<file path="src/rtl/button_event_ctrl.sv">
`default_nettype none
// ============================================================================
// Module      : button_event_ctrl
// Description : Converts a debounced button level into PRESS / RELEASE /
//               LONG / REPEAT events using a prescaled time base and a
//               three-state FSM. Events leave through a one-entry
//               valid/ready slot with a sticky overflow flag.
// Revision    : 1.0 - initial release
// ============================================================================
module button_event_ctrl #(
    parameter int TICK_DIV     = 200000,
    parameter int PRESC_WIDTH  = 18,
    parameter int LONG_TICKS   = 1000,
    parameter int REPEAT_TICKS = 200,
    parameter int TICK_WIDTH   = 12
) (
    input  logic       clk,
    input  logic       reset,
    input  logic       enable,
    input  logic       btn_level,
    input  logic       event_ready,
    input  logic       overflow_clr,
    output logic       event_valid,
    output logic [1:0] event_code,
    output logic       overflow,
    output logic [1:0] state
);

    typedef enum logic [1:0] {
        S_IDLE    = 2'b00,
        S_PRESSED = 2'b01,
        S_HELD    = 2'b10
    } state_t;

    localparam logic [1:0] c_ev_press   = 2'b00;
    localparam logic [1:0] c_ev_release = 2'b01;
    localparam logic [1:0] c_ev_long    = 2'b10;
    localparam logic [1:0] c_ev_repeat  = 2'b11;

    localparam logic [PRESC_WIDTH-1:0] c_presc_last  = PRESC_WIDTH'(TICK_DIV - 1);
    localparam logic [TICK_WIDTH-1:0]  c_long_last   = TICK_WIDTH'(LONG_TICKS - 1);
    localparam logic [TICK_WIDTH-1:0]  c_repeat_last = TICK_WIDTH'(REPEAT_TICKS - 1);
    localparam logic                   c_repeat_en   = (REPEAT_TICKS != 0);

    state_t                  r_state;
    logic [PRESC_WIDTH-1:0]  r_presc;
    logic [TICK_WIDTH-1:0]   r_tick_cnt;
    logic                    r_btn_prev;
    logic                    r_valid;
    logic [1:0]              r_code;
    logic                    r_ovf;

    state_t                  w_state_nxt;
    logic [PRESC_WIDTH-1:0]  w_presc_nxt;
    logic [TICK_WIDTH-1:0]   w_tick_nxt;
    logic                    w_gen;
    logic [1:0]              w_gen_code;
    logic                    w_rise;
    logic                    w_fall;
    logic                    w_tick;
    logic                    w_xfer;

    assign w_rise = btn_level & ~r_btn_prev;
    assign w_fall = ~btn_level & r_btn_prev;
    assign w_tick = (r_presc == c_presc_last);
    assign w_xfer = r_valid & event_ready;

    // Edge detector history; tracks the button even while disabled so that a
    // button held across enable re-assertion does not look like a new press.
    always_ff @(posedge clk or posedge reset) begin
        if (reset) begin
            r_btn_prev <= 1'b0;
        end else begin
            r_btn_prev <= btn_level;
        end
    end

    // Next-state, time-base and event decode; fall beats tick by ordering.
    always_comb begin
        w_state_nxt = r_state;
        w_gen       = 1'b0;
        w_gen_code  = c_ev_press;
        w_presc_nxt = w_tick ? '0 : r_presc + 1'b1;
        w_tick_nxt  = r_tick_cnt;

        if (!enable) begin
            w_state_nxt = S_IDLE;
            w_presc_nxt = '0;
            w_tick_nxt  = '0;
        end else begin
            case (r_state)
                S_IDLE: begin
                    if (w_rise) begin
                        w_state_nxt = S_PRESSED;
                        w_gen       = 1'b1;
                        w_gen_code  = c_ev_press;
                    end
                end
                S_PRESSED: begin
                    if (w_fall) begin
                        w_state_nxt = S_IDLE;
                        w_gen       = 1'b1;
                        w_gen_code  = c_ev_release;
                    end else if (w_tick) begin
                        if (r_tick_cnt == c_long_last) begin
                            w_state_nxt = S_HELD;
                            w_gen       = 1'b1;
                            w_gen_code  = c_ev_long;
                        end else begin
                            w_tick_nxt = r_tick_cnt + 1'b1;
                        end
                    end
                end
                S_HELD: begin
                    if (w_fall) begin
                        w_state_nxt = S_IDLE;
                        w_gen       = 1'b1;
                        w_gen_code  = c_ev_release;
                    end else if (w_tick) begin
                        if (c_repeat_en && (r_tick_cnt == c_repeat_last)) begin
                            w_gen      = 1'b1;
                            w_gen_code = c_ev_repeat;
                            w_tick_nxt = '0;
                        end else begin
                            w_tick_nxt = r_tick_cnt + 1'b1;
                        end
                    end
                end
                default: begin
                    w_state_nxt = S_IDLE;
                end
            endcase

            // Every state change restarts the time base from zero.
            if (w_state_nxt != r_state) begin
                w_presc_nxt = '0;
                w_tick_nxt  = '0;
            end
        end
    end

    // FSM state, prescaler and tick counter registers.
    always_ff @(posedge clk or posedge reset) begin
        if (reset) begin
            r_state    <= S_IDLE;
            r_presc    <= '0;
            r_tick_cnt <= '0;
        end else begin
            r_state    <= w_state_nxt;
            r_presc    <= w_presc_nxt;
            r_tick_cnt <= w_tick_nxt;
        end
    end

    // One-entry event slot; a new event loads when the slot is empty or is
    // being drained this cycle, otherwise it is dropped and flagged.
    always_ff @(posedge clk or posedge reset) begin
        if (reset) begin
            r_valid <= 1'b0;
            r_code  <= 2'b00;
            r_ovf   <= 1'b0;
        end else begin
            if (overflow_clr) begin
                r_ovf <= 1'b0;
            end
            if (w_gen) begin
                if (!r_valid || w_xfer) begin
                    r_valid <= 1'b1;
                    r_code  <= w_gen_code;
                end else begin
                    r_ovf <= 1'b1;
                end
            end else if (w_xfer) begin
                r_valid <= 1'b0;
            end
        end
    end

    assign event_valid = r_valid;
    assign event_code  = r_code;
    assign overflow    = r_ovf;
    assign state       = r_state;

endmodule
`default_nettype wire

</file>
<file path="config.mk">
export PLATFORM = sky130hd
export DESIGN_NAME = button_event_ctrl
export DESIGN_NICKNAME = d
export VERILOG_FILES = /design/src/rtl/button_event_ctrl.sv
export SDC_FILE = /design/constraint.sdc
export NUM_CORES = 1
export LEC_CHECK = 0
export ABC_AREA = 1
export CELL_PAD_IN_SITES_DETAIL_PLACEMENT = 2
export CELL_PAD_IN_SITES_GLOBAL_PLACEMENT = 2
export CORE_UTILIZATION = 37
export DETAILED_ROUTE_END_ITERATION = 8
export DONT_BUFFER_PORTS = 1
export PLACE_DENSITY = 0.82
export SYNTH_ARGS = -nofsm -noshare
export SYNTH_HDL_FRONTEND = slang
export SYNTH_SLANG_ARGS = --single-unit
</file>
<file path="constraint.sdc">
create_clock -name clk -period 2.2 [get_ports clk]
set_clock_uncertainty 0.1 [all_clocks]
set_input_delay 0.11 -clock clk [delete_from_list [all_inputs] [get_ports clk]]
set_output_delay 0.11 -clock clk [all_outputs]
set_load 0.03 [all_outputs]
</file>
==> results.json, run 1 <==
{
  "leakage_uw": 0.00124,
  "fin_area_um2": 2900,
  "grt_pass1_vias": 2459,
  "violations": "hold timing, setup timing",
  "fin_crit_ps": 2300,
  "path_clk_slew_ps": 110,
  "start_util": 0.387,
  "antenna_left": 0,
  "die_area_um2": 6590,
  "outcome": "complete, but fails checks",
  "synth_nets": 319,
  "drc": 0,
  "vias_per_cell": 5.49,
  "worstPathMaxFanout": 4,
  "cts.path.max_buffers": 2,
  "drt_wl_total_um": 9830,
  "hold_path.class": "in2reg",
  "vias": 2300,
  "htree_levels": 2,
  "seq_area_um2": 931,
  "yosys_register_bits": 37,
  "port_buffers": 0,
  "fin_crit_sh": 1.05,
  "die_h_um": 81.2,
  "grt_usage": 0.265,
  "layout_setup_ws_ps": -103,
  "syn_area_per_cell_um2": 7.56,
  "multiInputGateArea_um2": 1300,
  "drv_slew": 0,
  "ys_types": 27,
  "netlist_instances": 307,
  "dr.pass1.iters": 4,
  "wire_per_inst_um": 23.5,
  "crit_type": "reg2reg",
  "finalSetupViolCount": 6,
  "rows": 28,
  "yosysSeqAreaShare": 0.399,
  "clock-sinks": 37,
  "endpoint_kind": "flop",
  "required_ps": 2320,
  "hold_viol": 1,
  "drive_gt1_frac": 0.262,
  "powerDensity_nw_per_um2": 557,
  "syn_to_final_growth_pct": 24.8,
  "core_um2": 5990,
  "grt_pass1_wl_um": 12500,
  "place_congestion": 0.765,
  "start_kind": "flop",
  "num_antenna_cells": 0,
  "cts-root-buf": "clkbuf_8",
  "drt_iter0_markers": 117,
  "worstMarginPinSlew_ps": 495,
  "cts_buffers": 5,
  "synth_area_um2": 2320,
  "post_dp_cell_area_um2": 2480,
  "cts_tree": "built",
  "arrival_ps": 2420,
  "dpl.hpwl_um": 4930,
  "grt_max_degree": 38,
  "ys_warn_count": 0,
  "insertion_delay_ps": 330,
  "max_freq_mhz": 434,
  "grt-ovfl-total": 0,
  "nets": 355,
  "hold_ws_ps": -22.3,
  "max_cap_viol_count": 0,
  "n_fill_cell": 662,
  "io_pins": 12,
  "die_w_um": 81.2,
  "antenna_found_initial": 0,
  "slew_headroom": 0.670,
  "irDropWorstVdd_mv": 0.325
}
==> cell type report <==
class                      instances  area share
multi-input combinational        223       0.448
sequential                        37       0.321
timing repair buffer              31      0.0985
inverter                          45      0.0583
tap                               75      0.0324
clock buffer                       6      0.0285
clock inverter                     2      0.0130
==> logic make-up (layout without fill, tap and decap cells) <==
logic type                 after synthesis  after routing  share of synthesized area
adders and majority gates                6              6                     0.0323
and+or+nand+nor                        174            175                      0.356
AOI/OAI and AO/OA                       27             27                     0.0685
xor gates and xnor gates                14             14                     0.0528
buffers and inverters                   48             84                     0.0873
muxes                                    1              1                    0.00431
DFF                                     37             37                      0.399
==> layer usage <==
layer  global-route usage  vias up  part of all wire
met1                0.288     1172              0.39
met4                0.138        0             0.044
met5                    0        -                 0
met2                0.489       51              0.55
li1                     -     1045                 -
met3               0.0449       32             0.022
==> cell usage after synthesis (all sizes together) <==
cell type / count / area (um^2)
nor4: 2 / 12.5
mux2i: 1 / 10.0
ha: 6 / 75.1
inv: 45 / 169
xor2: 11 / 96.3
dfrtp: 37 / 926
nand2: 72 / 285
nor2: 63 / 274
nor3: 2 / 15.0
buf: 3 / 33.8
nand4: 11 / 68.8
o21a: 1 / 7.51
nand3: 24 / 170
a21oi: 5 / 25.0
xnor2: 3 / 26.3
o21ai: 12 / 60.1
o22ai: 1 / 6.26
o21bai: 2 / 15.0
a21boi: 6 / 45.0
==> path summary, 6_finish.rpt <==
check	from	endpoint	slack [ps]	cells after the start
setup / recovery	r_presc[1]$_DFF_PP0_	event_code[0]$_DFFE_PP0P_	-100	13
hold / removal	event_ready	event_valid$_DFFE_PP0P_	-20	3
setup reg to reg	r_presc[1]$_DFF_PP0_	event_code[0]$_DFFE_PP0P_	-100	13
hold reg to reg	r_presc[0]$_DFF_PP0_	r_presc[0]$_DFF_PP0_	410	1
max in group asynchronous	reset	r_presc[13]$_DFF_PP0_	1340	3
min in group asynchronous	reset	state[0]$_DFF_PP0_	260	3
==> sequential cells by signal, summed over array words and instances (netlist names) <==
| name | count |
|---|---|
| state | 2 |
| r_btn_prev | 1 |
| event_valid | 1 |
| r_tick_cnt | 12 |
| event_code | 2 |
| r_presc | 18 |
| overflow | 1 |
==> per-stage QoR <==
| step | std cells | setup TNS (ps) | power (uW) | setup WS [ps] | util |
|---|---|---|---|---|---|
| floorplan | 307 | 0 | 820 | 134 | - |
| global placement | 391 | 0 | 852 | 49.0 | 0.415 |
| detailed placement | 391 | -116 | 859 | -39.4 | 0.415 |
| CTS | 409 | 0 | 1530 | 26.6 | 0.452 |
| global route | 419 | -3210 | 1650 | -233 | 0.484 |
| finish | 419 | -308 | 1610 | -103 | 0.484 |
==> critical path: stages, from the launching register on <==
cell	delay, ps
dfrtp_2	430
ha_4	160
nand3_2	130
inv_2	110
nand3_2	90
nor2_4	180
buf_4	150
nand2_1	90
nand3_1	120
nand2_1	80
nand2_1	160
nand3_1	160
nand2_1	160
nand2_1	80
==> placed cells by master, fill, tap and decap left out, types with 5 or more instances in the layout <==
cell / count
nand2_2: 8
inv_1: 42
nor2_1: 37
buf_4: 24
dfrtp_1: 33
nand3_2: 6
a21oi_1: 5
clkbuf_8: 6
o21ai_0: 8
xor2_1: 11
nor2_2: 22
a21boi_0: 5
nand3_1: 16
nand2_1: 64
nand4_1: 11
==> report_power, final <==
group	total (uW)	internal [uW]	leakage [uW]	switching, uW
clock	689	370	0.0000574	320
sequential	709	691	0.000505	18.4
combinational	215	82.9	0.000678	132
total	1610	1140	0.00124	470
==> timing repair <==
action	4_1_cts	5_1_grt
hold buffers	4	0
setup endpoints to repair	19	33
gates cloned	0	2
resized for setup	1	32
endpoints found under the hold margin	50	0
pin swaps	1	10
setup buffers	6	8
(Power assumes the default switching activity.)
==> run 2, diff against run 1 <==
- RECOVER_POWER: unset -> 50
==> run 2 against run 1 <==
The flow still finishes with violations (hold timing, setup timing); global-route usage unchanged; flip-flop and latch count is the same; final area barely moved; sequential share of layout area about the same; cell count did not move; core utilization about the same; routed wire length about the same; first-iteration DRC count stayed put; critical path type unchanged; critical endpoint unchanged; largest cell class unchanged; largest power group unchanged; highest routed layer unchanged.
==> results.json, run 2 (synthesized netlist as in run 1, its figures left out) <==
{
  "comb_power_share": 0.133,
  "grt_usage": 0.265,
  "max_freq_mhz": 434,
  "num_antenna_cells": 0,
  "leakage_uw": 0.00124,
  "hold_viol": 1,
  "dp_cells": 391,
  "irDropWorstVdd_mv": 0.325,
  "vias_per_cell": 5.49,
  "drv_slew": 0,
  "worstPathMaxFanout": 4,
  "fin_crit_sh": 1.05,
  "hold_path_depth": 3,
  "antenna_found_initial": 0,
  "worstMarginPinSlew_ps": 977,
  "htree_levels": 2,
  "rows": 28,
  "r2r_cells": 13,
  "largest_reg_flops": 18,
  "grt-ovfl-total": 0,
  "drc": 0,
  "grt_pass1_wl_um": 12500,
  "final_cells": 419,
  "drive_gt1_frac": 0.262,
  "cts-root-buf": "clkbuf_8",
  "path_clk_slew_ps": 110,
  "cts_buffers": 5,
  "p_int_uw": 1140,
  "start_util": 0.387,
  "crit_type": "reg2reg",
  "io_pins": 12,
  "powerDensity_nw_per_um2": 557,
  "die_h_um": 81.2,
  "required_ps": 2320,
  "top_regs": "r_presc x18, r_tick_cnt x12",
  "core_um2": 5990,
  "nets": 355,
  "dr.pass1.iters": 4,
  "final_common_cell": "nand2_1",
  "hold_ws_ps": -22.3,
  "endpoint_kind": "flop",
  "max_cap_viol_count": 0,
  "violations": "hold timing, setup timing",
  "syn_to_final_growth_pct": 24.7,
  "cts.path.max_buffers": 2,
  "start_kind": "flop",
  "most-common-layout-cells": "nand2_1, inv_1, nor2_1",
  "slew_headroom": 0.348,
  "die_w_um": 81.2,
  "clock-sinks": 37,
  "cts_tree": "built",
  "dpl.hpwl_um": 4930,
  "port_buffers": 0,
  "outcome": "complete, but fails checks",
  "fin_crit_ps": 2300,
  "place_congestion": 0.765,
  "pre_cts_slack_ps": -39.4,
  "power.share.clock": 0.427,
  "p_sw_frac": 0.292,
  "finalSetupViolCount": 6,
  "insertion_delay_ps": 330,
  "n_fill_cell": 663,
  "antenna_left": 0,
  "tns_ps": -308,
  "drt_iter0_markers": 117,
  "grt_max_degree": 38,
  "wire_per_inst_um": 23.5,
  "largest-register": "r_presc",
  "layout_setup_ws_ps": -103,
  "hold_path.class": "in2reg",
  "power.switching_uw": 470,
  "vias": 2299,
  "arrival_ps": 2420,
  "drt_wl_total_um": 9830,
  "die_area_um2": 6590,
  "pwr-share-seq": 0.440,
  "grt_pass1_vias": 2459
}
## run 2: changes by cell type in the layout (fill, tap and decap cells not counted)
cell / before / now
buf_4: 24 / 23
clkbuf_2: 0 / 1
## run 2: routing by layer
metal / up-vias / track usage / part of all wire / routed length [um]
met5: - / 0 / 0 / 0
met2: 51 / 0.489 / 0.55 / 5370
li1: 1045 / - / - / -
met3: 32 / 0.0449 / 0.022 / 213
met1: 1171 / 0.288 / 0.39 / 3810
met4: 0 / 0.138 / 0.044 / 436
## run 2: area by class of cell
type	instances	area, um^2	share of cell area
multi-input combinational	223	1300	0.448
sequential	37	931	0.322
timing repair buffer	31	283	0.0977
inverter	45	169	0.0584
tap	75	93.8	0.0324
clock buffer	6	82.6	0.0285
clock inverter	2	37.5	0.0130
## run 2: path summary, 6_finish.rpt
path	startpoint	endpoint	slack, ps
min	event_ready	event_valid$_DFFE_PP0P_	-20
max in group asynchronous	reset	r_presc[13]$_DFF_PP0_	860
max reg2reg	r_presc[1]$_DFF_PP0_	event_code[0]$_DFFE_PP0P_	-100
max	r_presc[1]$_DFF_PP0_	event_code[0]$_DFFE_PP0P_	-100
min reg2reg	r_presc[0]$_DFF_PP0_	r_presc[0]$_DFF_PP0_	410
min in group asynchronous	reset	state[0]$_DFF_PP0_	440
## run 2: per-stage QoR
stage	area, um^2	util	total power [uW]
floorplan	2320	-	820
global placement	2480	0.415	852
detailed placement	2480	0.415	859
CTS	2710	0.452	1530
global route	2890	0.483	1650
finish	2890	0.483	1610
## run 2: worst max-delay path, stage by stage, from the launching register on
cell and delay [ps]:
dfrtp_2 430, ha_4 160, nand3_2 130, inv_2 110
nand3_2 90, nor2_4 180, buf_4 150, nand2_1 90
nand3_1 120, nand2_1 80, nand2_1 160, nand3_1 160
nand2_1 160, nand2_1 80
## run 2: power by group through the flow
stage | registers (uW) | logic (uW) | clock network, uW
after floorplan | 721 | 99.1 | 0
after global placement | 718 | 134 | 0
after detailed placement | 719 | 140 | 0
after CTS | 706 | 169 | 653
after global routing | 711 | 230 | 707
final | 709 | 215 | 689
## run 2: what timing repair did
item / 4_1_cts / 5_1_grt
hold buffers: 4 / 0
hold endpoints to repair: 50 / 0
buffers inserted: 6 / 8
pin swaps: 1 / 10
resized for setup: 1 / 32
cloned: 0 / 2
endpoints found under the setup margin: 19 / 33
